==> src/rtl/handshake_pkg.sv <==
// Shared types and default sizes for the async-to-clocked handshake stages.
package handshake_pkg;

    typedef enum logic {
        IDLE = 1'b0,
        ACK  = 1'b1
    } sink_state_t;

    // Defaults shared with the neighbouring incrementer stage
    localparam int DEF_WIDTH       = 8;
    localparam int DEF_DEPTH       = 4;
    localparam int DEF_SYNC_STAGES = 2;

endpackage

==> src/rtl/sync_fifo.sv <==
// Single-clock circular-buffer FIFO with an occupancy counter.
// The head word is registered storage, so nothing falls through: a word
// pushed on one edge first appears after that edge.
module sync_fifo #(
    parameter int WIDTH = 8,
    parameter int DEPTH = 4
) (
    input  logic                         clk,
    input  logic                         rst,
    input  logic                         push,
    input  logic [WIDTH-1:0]             push_data,
    input  logic                         pop,
    output logic [WIDTH-1:0]             rd_data,
    output logic                         empty,
    output logic                         full,
    output logic [$clog2(DEPTH+1)-1:0]   level
);

    localparam int AW = $clog2(DEPTH);
    localparam int LW = $clog2(DEPTH+1);

    logic [DEPTH-1:0][WIDTH-1:0] mem_q, mem_d;
    logic [AW-1:0]               wr_ptr_q, wr_ptr_d;
    logic [AW-1:0]               rd_ptr_q, rd_ptr_d;
    logic [LW-1:0]               level_q, level_d;
    logic                        push_ok, pop_ok;

    assign empty   = (level_q == '0);
    assign full    = (level_q == LW'(DEPTH));
    assign push_ok = push && !full;
    assign pop_ok  = pop && !empty;
    assign rd_data = mem_q[rd_ptr_q];
    assign level   = level_q;

    // Next storage, pointer and occupancy values; DEPTH is a power of two so pointers wrap naturally
    always_comb begin
        mem_d    = mem_q;
        wr_ptr_d = wr_ptr_q;
        rd_ptr_d = rd_ptr_q;
        level_d  = level_q;
        if (push_ok) begin
            mem_d[wr_ptr_q] = push_data;
            wr_ptr_d        = wr_ptr_q + AW'(1);
        end
        if (pop_ok) begin
            rd_ptr_d = rd_ptr_q + AW'(1);
        end
        case ({push_ok, pop_ok})
            2'b10:   level_d = level_q + LW'(1);
            2'b01:   level_d = level_q - LW'(1);
            default: level_d = level_q;
        endcase
    end

    // State registers; storage clears too so the head reads 0 until the first push
    always_ff @(posedge clk or posedge rst) begin
        if (rst) begin
            mem_q    <= '0;
            wr_ptr_q <= '0;
            rd_ptr_q <= '0;
            level_q  <= '0;
        end else begin
            mem_q    <= mem_d;
            wr_ptr_q <= wr_ptr_d;
            rd_ptr_q <= rd_ptr_d;
            level_q  <= level_d;
        end
    end

endmodule

==> src/rtl/handshake_sink.sv <==
// Clocked consumer of a four-phase req/ack bundled-data channel.
// req_in is synchronized, each request is acknowledged once, and the
// captured word is queued for a valid/ready consumer.
module handshake_sink
    import handshake_pkg::*;
#(
    parameter int WIDTH       = DEF_WIDTH,
    parameter int DEPTH       = DEF_DEPTH,
    parameter int SYNC_STAGES = DEF_SYNC_STAGES
) (
    input  logic                         clk,
    input  logic                         rst,
    input  logic                         req_in,
    output logic                         ack_out,
    input  logic [WIDTH-1:0]             data_in,
    output logic [WIDTH-1:0]             out_data,
    output logic                         out_valid,
    input  logic                         out_ready,
    output logic [$clog2(DEPTH+1)-1:0]   level
);

    logic [SYNC_STAGES-1:0] sync_q, sync_d;
    logic                   req_s;
    sink_state_t            state_q, state_d;
    logic                   push, pop, empty, full;

    // Shift req_in through the synchronizer chain; only the last stage is used
    always_comb begin
        sync_d = {sync_q[SYNC_STAGES-2:0], req_in};
    end

    assign req_s = sync_q[SYNC_STAGES-1];

    // Synchronizer and FSM state registers
    always_ff @(posedge clk or posedge rst) begin
        if (rst) begin
            sync_q  <= '0;
            state_q <= IDLE;
        end else begin
            sync_q  <= sync_d;
            state_q <= state_d;
        end
    end

    // Next state: acknowledge a request only when there is room, release when req drops
    always_comb begin
        state_d = state_q;
        case (state_q)
            IDLE:    if (req_s && !full) state_d = ACK;
            ACK:     if (!req_s)         state_d = IDLE;
            default: state_d = IDLE;
        endcase
    end

    // Outputs: ack is the state flop itself; push fires on the IDLE->ACK edge only
    always_comb begin
        ack_out = (state_q == ACK);
        push    = (state_q == IDLE) && req_s && !full;
        pop     = out_valid && out_ready;
    end

    assign out_valid = !empty;

    sync_fifo #(
        .WIDTH (WIDTH),
        .DEPTH (DEPTH)
    ) u_fifo (
        .clk       (clk),
        .rst       (rst),
        .push      (push),
        .push_data (data_in),
        .pop       (pop),
        .rd_data   (out_data),
        .empty     (empty),
        .full      (full),
        .level     (level)
    );

endmodule

==> config.mk <==
export PLATFORM = sky130hd
export DESIGN_NAME = handshake_sink
export DESIGN_NICKNAME = d
export VERILOG_FILES = /design/src/rtl/handshake_pkg.sv /design/src/rtl/sync_fifo.sv /design/src/rtl/handshake_sink.sv
export SDC_FILE = /design/constraint.sdc
export NUM_CORES = 1
export LEC_CHECK = 0
export CAP_MARGIN = 20
export CORE_MARGIN = 2
export CORE_UTILIZATION = 45
export CTS_BUF_LIST = sky130_fd_sc_hd__clkbuf_16
export DETAILED_ROUTE_END_ITERATION = 8
export DONT_BUFFER_PORTS = 1
export PLACE_DENSITY_LB_ADDON = 0.3
export RECOVER_POWER = 50
export SYNTH_ARGS = -nofsm -noshare
export SYNTH_HDL_FRONTEND = slang
export SYNTH_HIERARCHICAL = 1
export SYNTH_SLANG_ARGS = --single-unit
==> constraint.sdc <==
create_clock -name clk -period 3.85 [get_ports clk]
set_input_delay 0.77 -clock clk [delete_from_list [all_inputs] [get_ports clk]]
set_output_delay 0.77 -clock clk [all_outputs]
set_load 0.01 [all_outputs]
* Yosys cells after proc, flatten, opt, wreduce, memory -nomap -nowiden
Index checks and enable logic that the tools add are counted.
** Storage, ports and cells
- Input bits :: 12
- Output and inout bits :: 13
- Register bits :: 42
- Logic and storage cells :: 40
** Cells by class
- Reduce and logical (&&, ||, !) cells :: 11
- Order comparisons :: 3
- Muxes and demuxes :: 9
- Add/sub/neg operators :: 4
- Bitwise logic cells :: 1
- Eq/ne operators :: 3
** Operators by type and width (number)
- $bwmux 32 :: 1
- $bmux 8 s2 :: 1
- $demux 8 s2 :: 1
- $mux 8 :: 2
- $logic_and 1x1->1 :: 7
- $lt 2x3->1 const B :: 2
- $pmux 3 s2 :: 1
- $add 2x1->2 const B :: 2
- $add 3x1->3 const B :: 1
- $eq 3x3->1 const B :: 1
- $logic_not 3->1 :: 1
- $sub 3x1->3 const B :: 1
- $eq 2x1->1 const B :: 1
- $eq 2x2->1 const B :: 1
- $ge 2x1->1 const B :: 1
- $logic_not 1->1 :: 2
- $mux 1 :: 2
- $pmux 1 s2 :: 1
- $reduce_bool 2->1 :: 1
- $not 1->1 :: 1

* Depth between registers and ports, before layout
Gate-level depths: netlist of run 1.
- Depth in word-level cells :: 6
- Mapped depth :: 9
- Mapped depth without buffers :: 9

* By module
The synthesis of run 1 kept the hierarchy.
** By module, submodules not included
- sync_fifo :: area an instance 1788.0 µm², cells an instance 115, times used 1, seq. area each 975.9 µm²
- handshake_sink :: area an instance 112.6 µm², cells an instance 9, times used 1, seq. area each 75.1 µm²

* Worst setup path before layout of run 1
No wires, ideal clock.
- Kind :: flip-flop to flip-flop
- Start point :: register u_fifo.level_q[0], in the netlist u_fifo/level[0]
- End point :: register u_fifo.level_q[2], in the netlist u_fifo/level[2]
- Clock period less this slack :: 2.272 ns
- Library setup time :: 0.079 ns
- Cell stages (with the launch flop) :: 10
- Path slack :: 1.578 ns
- Data arrival time :: 2.193 ns
- Buffers on the path :: 0
- Data required time :: 3.771 ns
- Cells stage by stage :: dfrtp_1 > nor3b_2 > nor3b_2 > or2b_2 > ha_1 > inv_1 > fa_1 > xor2_1 > nor2_1 > xor2_1
** Between the ends
- Cells in the longest elaborated chain, start to end :: 6
- Elaborated cells on any way between the ends :: 14
- Those cells by class :: add/sub: 2; eq/ne: 3; mux: 1; reduce/logical: 8
** RTL lines
- start: declaration :: RTL line sync_fifo.sv:25 : logic [LW-1:0] level_q, level_d;
- start signal: assignment :: RTL line sync_fifo.sv:66 : level_q <= level_d;
- $eq 3x3->1 * :: RTL line sync_fifo.sv:29 : assign full = (level_q == LW'(DEPTH));
- named net full :: RTL line handshake_sink.sv:25 : logic push, pop, empty, full;
- $logic_not 1->1 * :: RTL line handshake_sink.sv:58 : push = (state_q == IDLE) && req_s && !full;
- $logic_and 1x1->1 * :: RTL line handshake_sink.sv:58
- named net push :: RTL line handshake_sink.sv:25
- $logic_and 1x1->1 * :: RTL line sync_fifo.sv:30 : assign push_ok = push && !full;
- $eq 2x1->1 / $eq 2x2->1 (equally long branches) :: RTL line sync_fifo.sv:48 : case ({push_ok, pop_ok})
- $pmux 3 s2 / $reduce_bool 2->1 (equally long branches)
Mark *: on every way through the listed nets, which the timed path passes. The rest lies on a longest branch.
A chain may end at the register's enable or synchronous reset.

* Worst setup path after layout of run 1
Ends and elaborated chain as after synthesis.

==> run summary, run 1 <==
Status -> finished, final reports clean
Vias in the first global route -> 1,122
Clock Latency Late Sink -> 0.28 ns
DIE HEIGHT -> 69.0 um
Mapped Avg Cell Area -> 15.3 sq um
Layout cell share with drive strength beyond 1 -> 0.417
Layout area overhead -> 11.7%
VDD IR max -> 505 uV
Worst EP arrival -> 3.21 ns
Commonest non-fill, non-tap cells in the layout -> 42 x dfrtp_1, 33 x mux2_2, 10 x inv_1
Static leakage -> 0.000916 uW
Synth unique cells -> 20
CTS H-tree lvls -> 2
Met2 usage -> 0.297
# rows -> 23
HPWL Detailed -> 2.37 mm
Flop pwr share -> 0.433
# diodes -> 0
DR pass1 iterations -> 4
Longest Clk Path Bufs -> 2
Clock Pin Slew Worst Setup and Hold Paths -> 0.06 ns
Detailed-route DRC error count -> 0
R2R Setup Slk -> 0.83 ns
Port bufs -> 0
Fin crit share -> 0.784
Crit-path max FO -> 7
Hold Fails Final Rpt -> 0
#FFs+latches synth -> 42
Grt total ovfl -> 0
Cells after DPL -> 174
Tmin final -> 3.02 ns
Int Power -> 1330 uW
I/O pins -> 25
GP Congestion -> 0.665
Met1 Use GR -> 0.205
All-layer global routing usage -> 0.173
Synth Cell Area -> 1900 sq um
Slew margin rel. -> 0.183
Mapped Nets -> 142
DRT iter0 DRCs -> 38
Non-Filler Instances -> 182
Design Power -> 1940 uW
Initial antenna violation count -> 0
Hold Path Class -> in -> async
Cells after synthesis -> 124
Cell Pwr Density -> 914 nW/um^2
Final Instance Area -> 2120 sq um
CTS Buf Count -> 5
Die Wd -> 69.0 um
Critical path class -> reg -> reg
Setup Fix Bufs, Post-CTS -> 0
Most common cell after layout, fill and taps aside -> dfrtp_1
Layout fillers -> 333
Endpoint class of the critical path -> flop
NetSw -> 610 uW
Crit start category -> flop
Post-layout nets -> 149
Yosys warnings -> 6
Die ar. -> 4760 sq um
Wirelength per Cell -> 18.8 um
Combinational power share -> 0.330
Hold_ws -> 0.243 ns
Grt peak-use layer -> met2
Resize count post-CTS -> 0
Initial core utilization -> 0.472
Clock Skew -> 0.00378 ns
Worst-Margin Slew -> 1.22 ns
F_max -> 332 MHz
Register area share after synthesis -> 0.553
DP Area -> 1990 sq um
Final setup viols -> 0
Unrepaired setup endpoints after global routing -> no
Sw Share -> 0.315
CTS Root Cell -> clkbuf_16
Clock network fraction of total power -> 0.237
Vias -> 986
Required time of the critical path -> 4.05 ns
Max-cap viol count -> 0
Largest net degree at the start of global routing -> 24
Post-Route WL -> 3.42 mm
CTS tree -> yes
Post-route ant nets -> 0
Core area -> 4030 sq um
Pins over their slew limit -> 0
Global-route wire length before repair -> 5.66 mm
Met3 Resource Use GR -> 0.0471
Hold Buf Count CTS -> 0
Final setup TNS -> 0 ns
CTS Sinks -> 42
Vias per cell -> 5.42
## worst paths after layout
check,from,to,cells after the start
setup reg to reg,u_fifo/level[0],u_fifo/level[2],9
hold reg to reg,sync_q[0],sync_q[1],0
min in group clk,sync_q[0],sync_q[1],0
hold / removal,rst,ack_out,1
setup / recovery,u_fifo/level[0],u_fifo/level[2],9
max in group asynchronous,rst,u_fifo/mem_q[5],3
## state kept, by name, indices dropped and copies added (netlist names)
name	count
u_fifo/mem_q	32
u_fifo/wr_ptr_q	2
sync_q	2
ack_out	1
u_fifo/rd_ptr_q	2
u_fifo/level	3
## layout make-up
class / instances / area, sq um / area share
well taps: 50 / 62.6 / 0.0295
multi-input cells: 71 / 802 / 0.378
flip-flops and latches: 42 / 1050 / 0.495
clock inverters: 3 / 41.3 / 0.0194
repair buffers: 2 / 7.51 / 0.00354
clock buffers: 5 / 125 / 0.0589
inverters: 9 / 33.8 / 0.0159
## cell usage after synthesis
library cell | n | share of area
xnor2_1 | 3 | 0.014
nor3b_2 | 2 | 0.013
fa_1 | 1 | 0.011
nand2_1 | 5 | 0.0099
a21boi_1 | 1 | 0.0040
nor3_1 | 1 | 0.0026
mux2i_1 | 1 | 0.0053
nor2_2 | 4 | 0.013
ha_1 | 5 | 0.033
nor2b_1 | 1 | 0.0033
buf_2 | 1 | 0.0026
dfrtp_1 | 42 | 0.55
buf_1 | 1 | 0.0020
mux2_2 | 33 | 0.20
xor2_1 | 3 | 0.014
or2b_2 | 1 | 0.0046
nor2_1 | 1 | 0.0020
mux4_2 | 8 | 0.095
o31a_2 | 1 | 0.0053
inv_1 | 9 | 0.018
## power by group through the flow
stage,Combinational (uW),Clock [uW],Sequential [uW]
2_1_floorplan,599,0,756
3_3_place_gp,618,0,827
3_5_place_dp,653,0,850
4_1_cts,660,474,846
5_1_grt,711,497,873
6_report,640,460,840
## layer usage
layer | vias to the layer above | wire (um) | part of all wire
li1 | 448 | - | -
met1 | 515 | 1400 | 0.41
met2 | 19 | 1830 | 0.53
met3 | 4 | 154 | 0.045
met4 | 0 | 38 | 0.011
met5 | - | 0 | 0
## per-stage QoR
| step | utilization | worst slack [ns] |
|---|---|---|
| after detailed placement | 0.494 | 1.29 |
| final | 0.527 | 0.833 |
| after CTS | 0.535 | 1.25 |
| after global routing | 0.527 | 0.521 |
| after global placement | 0.487 | 1.44 |
| after floorplan | - | 1.58 |
## worst max-delay path: stages (launching register included)
cell     delay (ns)
dfrtp_1        0.47
nor3b_1        0.97
nor3b_2        0.17
or2b_2         0.25
ha_1           0.19
inv_1          0.07
fa_1           0.38
xor2_1         0.15
nor2_1         0.12
xor2_1         0.16
## cell families after synthesis
group	after synthesis	share of synthesized area
multiplexers	42	0.296
AND/OR/NAND/NOR	15	0.0487
adder cells (fa/ha/maj)	6	0.0435
XOR/XNOR	6	0.0277
buffers and inverters	11	0.0224
AO/OA/AOI/OAI	2	0.00922
flip-flops	42	0.553
(Power assumes the default switching activity.)
==> run 2: changes to the inputs <==
==> constraint.sdc (replaced) <==
create_clock -name clk -period 2.5 [get_ports clk]
set_input_delay 0.5 -clock clk [delete_from_list [all_inputs] [get_ports clk]]
set_output_delay 0.5 -clock clk [all_outputs]
set_load 0.01 [all_outputs]
==> run 2 against run 1 <==
Effect of this change: worst setup slack worse by 0.53 ns; routed wire length is 2.8% lower; combinational power up 62%; global-route usage is 0.10 points lower; highest routed layer unchanged; sequential power is 50% higher.
==> run summary, run 2 (synthesis results as in run 1) <==
Status -> finished, final reports clean
Final worst slack -> 0.307 ns (-0.526 ns)
F_max -> 456 MHz (+38%)
Slew margin rel. -> 0.353 (+0.169)
Clock Skew -> 0.00582 ns (+0.00203 ns)
Required time of the critical path -> 2.70 ns (-1.35 ns)
Grt total ovfl -> 0 (unchanged)
Flop pwr share -> 0.419 (-0.014)
Vias -> 1,009 (+2.3%)
Longest Clk Path Bufs -> 2 (unchanged)
Port bufs -> 0 (unchanged)
Tmin final -> 2.19 ns (-0.824 ns)
Worst EP arrival -> 2.40 ns (-0.81 ns)
Max reg flops -> 32 (unchanged)
Sw Share -> 0.310 (-0.00408)
HPWL Detailed -> 2.36 mm (-0.58%)
Commonest non-fill, non-tap cells in the layout -> 42 x dfrtp_1, 33 x mux2_2, 9 x inv_1
# diodes -> 0 (unchanged)
Clock network fraction of total power -> 0.237 (about the same)
CTS tree -> yes
Layout cell share with drive strength beyond 1 -> 0.452 (+0.0352)
Post-Route WL -> 3.33 mm (-2.8%)
Post-route ant nets -> 0 (unchanged)
DR pass1 iterations -> 3 (-1)
Unrepaired setup endpoints after global routing -> no
Detailed-route DRC error count -> 0 (unchanged)
Max-cap viol count -> 0 (unchanged)
Critical Path Max Stage Delay -> 0.46 ns (-0.51 ns)
Die ar. -> 4760 sq um (unchanged)
Post-layout nets -> 152 (+2.0%)
Clock Pin Slew Worst Setup and Hold Paths -> 0.05 ns (about the same)
CP top delay family -> simple AND/OR/NAND/NOR gates
Die Wd -> 69.0 um (unchanged)
Wirelength per Cell -> 18.0 um (-4.4%)
Crit-path slowest cell -> dfrtp_1
Fin crit share -> 0.877 (+0.0935)
Final setup TNS -> 0 ns (unchanged)
Global-route wire length before repair -> 5.63 mm (-0.60%)
Int Power -> 2070 uW (+56%)
CTS H-tree lvls -> 2 (unchanged)
DIE HEIGHT -> 69.0 um (unchanged)
Cell Pwr Density -> 1390 nW/um^2 (+53%)
Static leakage -> 0.000942 uW (+2.8%)
Final setup viols -> 0 (unchanged)
Combinational power share -> 0.344 (+0.014)
Crit-path max FO -> 5 (-2)
VDD IR max -> 745 uV (+47%)
Endpoint class of the critical path -> flop
Critical path class -> reg -> reg
Vias in the first global route -> 1,169 (+4.2%)
Pins over their slew limit -> 0 (unchanged)
Crit start category -> flop
Vias per cell -> 5.45 (+0.67%)
Most common cell after layout, fill and taps aside -> dfrtp_1
Hold Path Class -> in -> reg
Worst-Margin Slew -> 0.971 ns (-0.254 ns)
DRT iter0 DRCs -> 31 (-18%)
CTS Buf Count -> 5 (unchanged)
I/O pins -> 25 (unchanged)
Initial core utilization -> 0.472 (unchanged)
Layout area overhead -> 13.5%
Clock Latency Late Sink -> 0.28 ns (about the same)
DP Worst Slack -> 0.298 ns (-0.994 ns)
WP buf/inv -> 1 (unchanged)
Largest Register -> u_fifo/mem_q
CTS Root Cell -> clkbuf_16
Core area -> 4030 sq um (unchanged)
All-layer global routing usage -> 0.172 (-0.00102)
# rows -> 23 (unchanged)
CP cell instances -> nor3b_2 -> nor3b_2 -> or2b_2 -> ha_1 -> inv_1 -> fa_1 -> xor2_1 -> nor2_1 -> xor2_1
GP Congestion -> 0.669 (+0.57%)
Fin util -> 0.535 (+0.00838)
Hold Fails Final Rpt -> 0 (unchanged)
Largest net degree at the start of global routing -> 40 (+67%)
NetSw -> 934 uW (+53%)
Initial antenna violation count -> 0 (unchanged)
CTS Sinks -> 42 (unchanged)
run 2: repair_timing:
item,in CTS,in global routing
hold endpoints to repair,3,0
buffers inserted,0,0
hold buffers,1,0
resized for setup,0,0
run 2: final timing paths:
path                                  from                  to  slack [ns]  cells after the start
max in group asynchronous              rst     u_fifo/level[0]        1.49                      2
min in group asynchronous              rst  u_fifo/wr_ptr_q[1]        0.41                      2
min                                 req_in           sync_q[0]        0.25                      0
max reg2reg                u_fifo/level[2]     u_fifo/level[2]        0.31                      9
min reg2reg                      sync_q[0]           sync_q[1]        0.36                      0
max                        u_fifo/level[2]     u_fifo/level[2]        0.31                      9
run 2: layout make-up:
class,count,area (sq um)
Fill cell,350,1870
Sequential cell,42,1050
Multi-Input combinational cell,71,807
Clock buffer,5,125
Tap cell,50,62.6
Clock inverter,3,40.0
Timing Repair Buffer,5,37.5
Inverter,9,33.8
run 2: routing by layer:
metal	wire length, um	global-route usage	share of wire
met5	0	0	0
met4	51	0.0588	0.015
met3	143	0.0584	0.043
met2	1780	0.309	0.53
met1	1350	0.188	0.41
run 2: power by group through the flow:
stage	Sequential (uW)	Combinational [uW]	Clock, uW
after detailed placement	1280	1060	0
after floorplan	1160	923	0
after global placement	1250	1000	0
after CTS	1270	1060	730
final	1260	1040	712
after global routing	1310	1160	761
run 2: through the flow:
stage	instances	total power, uW	instance area (sq um)	hold slack, ns
after floorplan	124	2090	1900	0.254
after global placement	176	2250	1980	0.257
after detailed placement	176	2340	1980	0.264
after CTS	185	3060	2160	0.241
after global routing	185	3230	2160	0.237
final	185	3010	2160	0.248
==> run 3: changes to the inputs <==
--- a/config.mk
+++ b/config.mk
@@ -11,6 +11,7 @@
 export CTS_BUF_LIST = sky130_fd_sc_hd__clkbuf_16
 export DETAILED_ROUTE_END_ITERATION = 8
 export DONT_BUFFER_PORTS = 1
+export MAX_ROUTING_LAYER = met4
 export PLACE_DENSITY_LB_ADDON = 0.3
 export RECOVER_POWER = 50
 export SYNTH_ARGS = -nofsm -noshare
==> constraint.sdc (replaced) <==
create_clock -name clk -period 2.65 [get_ports clk]
set_input_delay 0.53 -clock clk [delete_from_list [all_inputs] [get_ports clk]]
set_output_delay 0.53 -clock clk [all_outputs]
set_load 0.01 [all_outputs]
==> run 3 against run 2 <==
Effect of this change: the flow now finishes with violations (capacitance limit, slew limit); power is 6.4% lower; largest power group unchanged; worst setup slack better by 0.037 ns; via count is 2.0% lower; sequential share of layout area is 0.49 points higher; clock power is 5.2% lower; clock skew is 0.0031 ns lower; critical endpoint unchanged; critical path type unchanged; cell area is 0.99% lower; routed wire length is 2.7% lower; critical path depth stayed put; hold slack better by 0.027 ns.
==> run summary, run 3 (synthesis results as in run 1) <==
Wirelength per Cell -> 17.7 um (-1.6%)
Violated checks -> capacitance limit, slew limit
Most common cell after layout, fill and taps aside -> dfrtp_1
Clock Pin Slew Worst Setup and Hold Paths -> 0.06 ns (about the same)
Static leakage -> 0.000927 uW (-1.6%)
Post-Route WL -> 3.24 mm (-2.7%)
Commonest non-fill, non-tap cells in the layout -> 42 x dfrtp_1, 33 x mux2_2, 9 x inv_1
CTS Sinks -> 42 (unchanged)
Die Wd -> 69.0 um (unchanged)
VDD IR max -> 645 uV (-13%)
Fin util -> 0.530 (-0.00528)
Vias per cell -> 5.40 (-0.91%)
Global-route wire length before repair -> 5.40 mm (-4.2%)
Vias in the first global route -> 1,130 (-3.3%)
Setup Fix Bufs, Post-CTS -> 0 (unchanged)
Fin crit share -> 0.870 (-0.00693)
Layout cell share with drive strength beyond 1 -> 0.429 (-0.0233)
Endpoint class of the critical path -> flop
Required time of the critical path -> 2.81 ns (+0.11 ns)
Initial core utilization -> 0.472 (unchanged)
Final setup TNS -> 0 ns (unchanged)
Die ar. -> 4760 sq um (unchanged)
CTS Buf Count -> 5 (unchanged)
Post-route ant nets -> 0 (unchanged)
Max reg flops -> 32 (unchanged)
Worst-Margin Slew -> 2.01 ns (+1.04 ns)
Longest Clk Path Bufs -> 2 (unchanged)
Unrepaired setup endpoints after global routing -> no
Status -> finished with violations
Layout area overhead -> 12.4%
Hold Path Class -> in -> reg
Hold Fails Final Rpt -> 0 (unchanged)
Slew margin rel. -> -0.343 (-0.695)
# rows -> 23 (unchanged)
Layout fillers -> 345 (-1.4%)
GP Congestion -> 0.635 (-5.0%)
Tmin final -> 2.31 ns (+0.113 ns)
DR pass1 iterations -> 3 (unchanged)
Design Power -> 2820 uW (-6.4%)
# diodes -> 0 (unchanged)
Critical path class -> reg -> reg
CTS H-tree lvls -> 2 (unchanged)
Cell Pwr Density -> 1320 nW/um^2 (-5.5%)
DIE HEIGHT -> 69.0 um (unchanged)
Port bufs -> 0 (unchanged)
CTS Root Cell -> clkbuf_16
Grt total ovfl -> 0 (unchanged)
Final setup viols -> 0 (unchanged)
I/O pins -> 25 (unchanged)
Crit start category -> flop
Largest net degree at the start of global routing -> 40 (unchanged)
Clock Latency Late Sink -> 0.28 ns (about the same)
F_max -> 434 MHz (-4.9%)
DRT iter0 DRCs -> 24 (-23%)
CTS tree -> yes
Clock Skew -> 0.00273 ns (-0.00309 ns)
Vias -> 989 (-2.0%)
Detailed-route DRC error count -> 0 (unchanged)
All-layer global routing usage -> 0.169 (-0.00255)
Largest Register -> u_fifo/mem_q
HPWL Detailed -> 2.27 mm (-3.8%)
Pins over their slew limit -> 40 (+40)
Max-cap viol count -> 1 (+1)
Initial antenna violation count -> 0 (unchanged)
Crit-path max FO -> 5 (unchanged)
Core area -> 4030 sq um (unchanged)
Worst EP arrival -> 2.46 ns (+0.06 ns)
Post-layout nets -> 150 (-1.3%)
## run 3: cell types whose count changed in the layout (fill, tap and decap cells not counted), sizes merged
cell  previous run  this run
buf              3         1
## run 3: critical path: stages (launching register included)
cell	delay, ns
dfrtp_1	0.47
nor3b_1	0.20
nor3b_2	0.29
or2b_2	0.37
ha_1	0.23
inv_1	0.08
fa_1	0.18
xor2_1	0.15
nor2_1	0.06
xor2_1	0.14
## run 3: layer usage
metal / global-route usage / wire length, um / vias up
li1: - / - / 447
met1: 0.184 / 1370 / 515
met2: 0.284 / 1670 / 23
met3: 0.0649 / 167 / 4
met4: 0.0588 / 35 / 0
met5: - / 0 / -
## run 3: path summary, 6_finish.rpt
kind | start | end | slack, ns | cells past startpoint
max | u_fifo/level[2] | u_fifo/level[2] | 0.34 | 9
min | req_in | sync_q[0] | 0.28 | 0
max reg2reg | u_fifo/level[2] | u_fifo/level[2] | 0.34 | 9
min reg2reg | sync_q[0] | sync_q[1] | 0.36 | 0
max in group asynchronous | rst | u_fifo/mem_q[6] | 0.63 | 2
min in group asynchronous | rst | ack_out | 0.54 | 2
## run 3: layout make-up
type                       count  area [sq um]  area share
inverter                       9          33.8      0.0158
multi-input combinational     71           802       0.376
clock buffer                   5           125      0.0586
timing repair buffer           3          21.3     0.00996
tap                           50          62.6      0.0293
clock inverter                 3          40.0      0.0187
sequential                    42          1050       0.492
## run 3: what timing repair did
item | 4_1_cts | 5_1_grt
hold buffers | 1 | 0
gates resized for setup | 0 | 0
endpoints found under the hold margin | 3 | 0
## run 3: metrics by stage
step / cells / cell area (sq um) / setup slack [ns] / hold slack [ns]
finish: 183 / 2140 / 0.344 / 0.275
global route: 183 / 2140 / 0.127 / 0.260
CTS: 183 / 2140 / 0.344 / 0.269
detailed placement: 174 / 1970 / 0.366 / 0.293
global placement: 174 / 1970 / 0.440 / 0.287
floorplan: 124 / 1900 / 0.378 / 0.284
## run 3: power by group
| group | internal, uW | switching (uW) | leakage [uW] |
|---|---|---|---|
| clock | 440 | 234 | 0.0000836 |
| combinational | 548 | 380 | 0.000341 |
| sequential | 951 | 261 | 0.000503 |
